==> src/rtl/sync_fifo_stream_reader.sv <==
// Read-side engine for the synchronous FIFO. It issues FIFO reads, absorbs the
// one-cycle read latency in a 2-entry skid buffer and presents the words on a
// valid/ready stream with a packet-end marker every PKT_LEN transferred words.
module sync_fifo_stream_reader #(
  parameter int WIDTH   = 8,
  parameter int PKT_LEN = 4,
  parameter int CNT_W   = 16
) (
  input  logic             clk,
  input  logic             rst,
  input  logic             enable,
  input  logic             fifo_empty,
  input  logic [WIDTH-1:0] fifo_dout,
  output logic             fifo_rd_en,
  output logic             m_valid,
  input  logic             m_ready,
  output logic [WIDTH-1:0] m_data,
  output logic             m_last,
  output logic [CNT_W-1:0] xfer_count,
  output logic             busy
);

  // A packet counter needs at least one bit even when every word ends a packet.
  localparam int              PC_W     = (PKT_LEN > 1) ? $clog2(PKT_LEN) : 1;
  localparam logic [PC_W-1:0] PKT_LAST = PC_W'(PKT_LEN - 1);

  logic [1:0]       occ_q, occ_d;            // buffer occupancy, 0..2
  logic             inflight_q, inflight_d;  // read accepted last cycle
  logic [WIDTH-1:0] buf0_q, buf0_d;          // head entry, drives m_data
  logic [WIDTH-1:0] buf1_q, buf1_d;          // second entry
  logic [PC_W-1:0]  pkt_cnt_q, pkt_cnt_d;
  logic [CNT_W-1:0] xfer_count_q, xfer_count_d;

  logic       out_fire;
  logic       capture;
  logic [2:0] pending;

  assign m_valid    = (occ_q != 2'd0);
  assign m_data     = buf0_q;
  assign m_last     = m_valid && (pkt_cnt_q == PKT_LAST);
  assign xfer_count = xfer_count_q;
  assign busy       = inflight_q || m_valid;

  assign out_fire = m_valid && m_ready;
  assign capture  = inflight_q;
  assign pending  = {1'b0, occ_q} + {2'b00, inflight_q};

  // Issue a read only when the word is guaranteed a buffer slot on arrival;
  // the pop this cycle frees a slot, hence the combinational m_ready path.
  always_comb begin
    fifo_rd_en = !rst && enable && !fifo_empty &&
                 (pending < (3'd2 + {2'b00, out_fire}));
  end

  // Next-state for the skid buffer, read tracking and transfer counters.
  always_comb begin
    // NOTE: every variable gets a default first so no path leaves it unassigned,
    // which would otherwise infer a latch.
    occ_d        = occ_q;
    buf0_d       = buf0_q;
    buf1_d       = buf1_q;
    inflight_d   = fifo_rd_en;
    pkt_cnt_d    = pkt_cnt_q;
    xfer_count_d = xfer_count_q;

    if (capture && out_fire) begin
      // Pop and capture together: occupancy unchanged, entries shift forward.
      if (occ_q == 2'd2) begin
        buf0_d = buf1_q;
        buf1_d = fifo_dout;
      end else begin
        buf0_d = fifo_dout;
      end
    end else if (capture) begin
      // Read-issue gating guarantees occupancy is below 2 here.
      if (occ_q == 2'd0) buf0_d = fifo_dout;
      else               buf1_d = fifo_dout;
      occ_d = occ_q + 2'd1;
    end else if (out_fire) begin
      buf0_d = buf1_q;
      occ_d  = occ_q - 2'd1;
    end

    if (out_fire) begin
      pkt_cnt_d    = (pkt_cnt_q == PKT_LAST) ? '0 : pkt_cnt_q + PC_W'(1);
      xfer_count_d = xfer_count_q + CNT_W'(1);
    end
  end

  // State registers with synchronous reset.
  always_ff @(posedge clk) begin
    // NOTE: non-blocking assignments keep all flops updating from the same
    // pre-edge values, independent of statement order.
    if (rst) begin
      occ_q        <= 2'd0;
      inflight_q   <= 1'b0;
      // NOTE: the buffer entries are reset too, because m_data is read straight
      // from the head entry and must be 0 out of reset.
      buf0_q       <= '0;
      buf1_q       <= '0;
      pkt_cnt_q    <= '0;
      xfer_count_q <= '0;
    end else begin
      occ_q        <= occ_d;
      inflight_q   <= inflight_d;
      buf0_q       <= buf0_d;
      buf1_q       <= buf1_d;
      pkt_cnt_q    <= pkt_cnt_d;
      xfer_count_q <= xfer_count_d;
    end
  end

endmodule

==> config.mk <==
export PLATFORM = sky130hd
export DESIGN_NAME = sync_fifo_stream_reader
export DESIGN_NICKNAME = d
export VERILOG_FILES = /design/src/rtl/sync_fifo_stream_reader.sv
export SDC_FILE = /design/constraint.sdc
export NUM_CORES = 1
export LEC_CHECK = 0
export ABC_CLOCK_PERIOD_IN_PS = 2300
export CAP_MARGIN = 10
export CORE_ASPECT_RATIO = 0.75
export CORE_MARGIN = 2
export CORE_UTILIZATION = 51
export CTS_BUF_LIST = sky130_fd_sc_hd__clkbuf_8
export CTS_CLUSTER_SIZE = 12
export DETAILED_ROUTE_END_ITERATION = 8
export GPL_TIMING_DRIVEN = 0
export PLACE_DENSITY_LB_ADDON = 0.05
export SYNTH_ARGS = -nofsm -noshare
export SYNTH_HDL_FRONTEND = slang
export SYNTH_SLANG_ARGS = --single-unit
==> constraint.sdc <==
create_clock -name clk -period 2.3 [get_ports clk]
set_input_delay 0.345 -clock clk [delete_from_list [all_inputs] [get_ports clk]]
set_output_delay 0.345 -clock clk [all_outputs]
set_load 0.02 [all_outputs]
# Word level (Yosys, flattened, before mapping)
# Cells that the tools add are included.
# totals
elab_cells,48
ff_bits,37
out_inout_bits,28
inputBits,13
# classes
bitwise,1
muxes,12
n_eq_ne,5
magnitude_cmp,1
reduce_logical,17
add_sub_neg,6
# ops
op,n
$mux 8,9
$add 16x1->16 const B,1
$logic_and 1x1->1,6
$mux 2,3
$reduce_bool 2->1,3
$add 2x1->2 const B,2
$eq 2x2->1 const B,2
$reduce_and 2->1,2
$add 2x1->3,1
$add 2x1->3 const A,1
$lt 3x3->1,1
$ne 3x1->1 const B,1
$reduce_and 3->1,1
$reduce_bool 3->1,1
$logic_not 1->1,2
$logic_not 2->1,1
$ne 2x1->1 const B,1
$ne 2x2->1 const B,1
$sub 2x1->2 const B,1
$logic_or 1x1->1,1
$not 1->1,1

# Depth between registers and ports, before layout
# logic_depth
depth_word,5
ltp_mapped,8
mapped_depth_nobuf,7

# Worst setup path after synthesis
# OpenSTA, ideal clock, no wires.
# synth_path
path_kind,register -> register
from,register occ_q[0]
to,"register buf0_q[0], in the netlist m_data[0]"
setup_ns,0.138
t_arrival_ns,1.756
path_slack_ns,0.406
period_less_slack_ns,1.894
n_path_buf,1
stages_incl_launch_ff,8
t_required_ns,2.162
path_cell_list,dfxtp_1 -> buf_4 -> o21ai_4 -> inv_2 -> ha_1 -> o22ai_2 -> mux2i_1 -> a211oi_1
# synth_between
elab_chain_len,5
word_cells_on_any_way,10
cone_classes,eq/ne: 2; mux: 2; reduce/logical: 6
# synth_lines
element,line_no,text
from (decl),27,"logic [1:0] occ_q, occ_d;"
from (signal assigned),95,occ_q <= 2'd0;
from (signal assigned),104,occ_q <= occ_d;
$reduce_bool 2->1 (*),38,assign m_valid = (occ_q != 2'd0);
$logic_and 1x1->1 (*),44,assign out_fire = m_valid && m_ready;
via out_fire,34,logic out_fire;
$logic_and 1x1->1,66,if (capture && out_fire) begin
$ne 3x1->1 (no line) / $reduce_bool 3->1 (equally long branches),n/a,
$reduce_and 2->1 (no line),n/a,
to (signal assigned),106,buf0_q <= buf0_d;
to (decl),29,"logic [WIDTH-1:0] buf0_q, buf0_d;"
# Mark *: on every way through the listed nets, which the timed path passes. The rest lies on a longest branch.
# A chain may end at the register's enable or synchronous reset.

# Worst setup path after layout
# layout_path
from,register occ_q[0]
to,"register buf0_q[1], in the netlist m_data[1]"
# Same word-level chain as after synthesis.

==> flow_metrics.py <==
metrics = {
    "sta": {
        "setup_tns_ns": 0,
        "min_period_over_period_pct": 97.28,
        "worst_slew_pin_slew_ns": 0.6579,
        "hold_viol": 0,
        "postLayoutSetupSlackWorst_ns": 0.06258,
        "timing.clock.skew_ns": 0.003168,
        "final_max_slew_viol_count": 0,
        "worst_slew_margin_rel_pct": 56.14,
        "final_period_minus_worst_setup_slack_ns": 2.237,
        "finalHoldWorstSlack_ns": 0.4684,
        "max_clock_freq_ghz": 0.4469,
        "finalSetupViolations": 0,
        "grt_setup_unrepaired": "yes",
    },
    "detailed_routing": {
        "sum_of_routed_wire_length_over_all_layers_mm": 3.679,
        "detailed_route_via_count": 1460,
        "detail_route.drc_violations": 0,
        "drt-initial-drc-count": 49,
        "detail_route.first_pass.iterations": 4,
        "detail_route.vias_per_cell": 5.509,
        "post_drt_wl_per_cell_um": 13.88,
        "antenna_violating_nets_post_route": 0,
    },
    "floorplan": {
        "starting_density_of_the_core_pct": 55.00,
        "fp-row-count": 17,
        "die_width_um": 70.13,
        "core_area_um2": 3042,
        "num_io_pins": 41,
        "dieArea_um2": 3759,
        "die_y_um": 53.60,
    },
    "synthesis": {
        "synth_cell_types": 37,
        "ys_seq_area_share_pct": 44.28,
        "avgSynthCellArea_um2": 9.346,
        "asyncSetResetFlopFracSynth_pct": 0,
        "synthCells": 179,
        "ys.warnings.count": 0,
        "synth_edf_count": 0,
        "synth_top_area_cell": "dfxtp_1",
        "syn-cell-area_um2": 1673,
        "yosysTopAreaCellShare_pct": 44.28,
        "synthTopCellsByArea": "dfxtp_1, mux2i_1, nor2_1",
        "synth.net_count": 197,
        "ys_dominant_reg_cell": "dfxtp_1",
        "synth-seq-cells": 37,
    },
    "worst_hold_path": {
        "min-delay-start": "pkt_cnt_q[1]",
        "holdCritPathClass": "reg2reg",
    },
    "cts": {
        "cts_setup_buffers": 0,
        "clkLatencyLatePin_ns": 0.29,
        "clk_root_buffer_cell": "clkbuf_8",
        "cts_buffer_depth": 2,
        "cts_hold_buf": 0,
        "clkSinkCount": 37,
        "cts_resized": 3,
        "cts-buffers-inserted": 5,
        "path_clk_slew_ns": 0.07,
        "cts_tree": "done",
        "h-tree-depth": 2,
    },
    "place": {
        "finalWeightedCongestion": 0.7306,
        "cells_after_dpl": 257,
        "dp_hpwl_mm": 2.734,
        "place_worst_setup_slack_ns": -0.2237,
        "io_buffers": 40,
    },
    "grt": {
        "globalRouteTotalUtil_pct": 22.25,
        "grt_pass1_vias": 1410,
        "grt_pass1_wl_mm": 6.382,
        "grt_antenna_before_repair": 0,
        "grt_max_degree": 12,
        "grt_overflow": 0,
    },
    "pwr": {
        "cell_internal_pwr_mw": 1.379,
        "clockPowerShare_pct": 23.0,
        "irDropWorstVdd_v": 0.0006020,
        "share_comb_of_total_power_pct": 38.7,
        "switchingPower_mw": 0.7432,
        "seq_power_share_pct": 38.3,
        "power-per-cell-area_nw_per_um2": 954.4,
        "power.switching_fraction_pct": 35.02,
        "p_total_mw": 2.122,
        "cellLeakagePower_nw": 0.8565,
    },
    "final_layout": {
        "antenna_cells": 0,
        "post_route_cells_drive_above_1_share_pct": 8.811,
        "final_nets": 244,
        "area.growth.synth_to_final_pct": 32.91,
        "layout.cells.non_filler": 265,
    },
    "setup_path": {
        "setup.worst_path.end_class": "flop",
        "reg_to_reg_slack_setup_ns": 0.06,
        "cp_data_arrival_time_ns": 2.44,
        "element_type_at_the_critical_path_start": "flop",
        "beginning_of_the_worst_register_to_register_path": "occ_q[0]",
        "reg2reg_to": "m_data[1]",
        "worst-endpoint-required_ns": 2.50,
        "worst_setup_path_startpoint": "occ_q[0]",
        "crit_type": "reg2reg",
        "critPathMaxFanout": 10,
        "setup.worst_path.end": "m_data[1]",
        "ff2ff_path_depth": 7,
    },
    "run_status": {
        "status": "finished clean",
    },
    "run": {
        "max_cap_viol_count": 0,
    },
}
kinds of logic after synthesis:
logic type	after synthesis	share of synthesized area [%]
simple gates	71	20.42
flops	37	44.28
compound gates	23	10.55
mux	18	10.92
xor+xnor	14	7.330
buf+inv	11	2.767
fa+ha+maj	5	3.740
routing by layer:
| layer | global-route usage [%] | share of wire, % |
|---|---|---|
| met5 | 0 | 0 |
| met4 | 10.58 | 1.7 |
| met3 | 4.494 | 4.9 |
| met2 | 38.73 | 47 |
| met1 | 27.25 | 47 |
cells in the mapped netlist (all sizes together) (2+ instances only):
library cell  number
and4b              2
a21oi              6
dfxtp             37
nand4              2
xnor2              9
mux2               2
ha                 5
or4                2
or2                2
o22ai              2
nor3               4
nor4               3
nor2b              3
xor2               5
o21ai              2
buf                2
mux2i             16
nand2             11
o31ai              2
inv                4
clkbuf             5
nand3              6
a211oi             8
nor2              34
through the flow:
stage,instance area (um2),utilization [%]
6_report,2223,73.10
5_1_grt,2223,73.10
4_1_cts,2223,73.10
3_5_place_dp,2121,69.72
3_3_place_gp,2121,69.72
2_1_floorplan,1673,-
cells in the final DEF (no fill, tap or decap), drive strengths merged:
cell type and n:
clkdlybuf4s50 39, dfxtp 37, nor2 34, mux2i 16
clkbuf 12, nand2 11, xnor2 9, a211oi 8
nand3 6, a21oi 6, xor2 5, ha 5
nor3 4, inv 4, nor2b 3, nor4 3
and4b 2, mux2 2, o31ai 2, or4 2
buf 2, o21ai 2, o22ai 2, nand4 2
or2 2, or3 1, a21o 1, o2111ai 1
and3 1, o2111a 1, clkinv 1, dlygate4sd2 1
power groups by stage:
stage	sequential [mW]	combinational [mW]	clock (mW)
floorplan	0.888	0.451	0
global placement	0.816	0.796	0
detailed placement	0.825	0.821	0
CTS	0.813	0.825	0.499
global route	0.823	0.893	0.524
finish	0.813	0.822	0.487
cell type report:
cell class                      count  area [um2]
Buffer                              7       32.53
Clock buffer                        7       96.34
Clock inverter                      1       5.005
Fill cell                         239       818.3
Inverter                            4       15.01
Multi-Input combinational cell    131       885.9
Sequential cell                    37       742.0
Tap cell                           38       47.55
Timing Repair Buffer               40       399.1
flip-flops by register name, summed over array words and instances (netlist names):
register    flops
buf1_q          8
capture         1
m_data          8
occ_q           2
pkt_cnt_q       2
xfer_count     16
worst max-delay path, cell delays in order (launching register included):
cell,delay [ns]
dfxtp_1,0.32
buf_4,0.18
o21ai_4,0.30
inv_2,0.13
ha_1,0.28
o22ai_2,0.52
mux2i_1,0.17
a211oi_1,0.26
worst min path at each step:
stage,end,slack (ns),depth (start not counted)
finish,pkt_cnt_q[1],0.47,2
global route,pkt_cnt_q[1],0.52,2
CTS,pkt_cnt_q[1],0.47,2
detailed placement,pkt_cnt_q[1],0.46,2
global placement,pkt_cnt_q[1],0.45,2
floorplan,pkt_cnt_q[1],0.44,2
No activity file was read; power rests on OpenSTA's default activity.
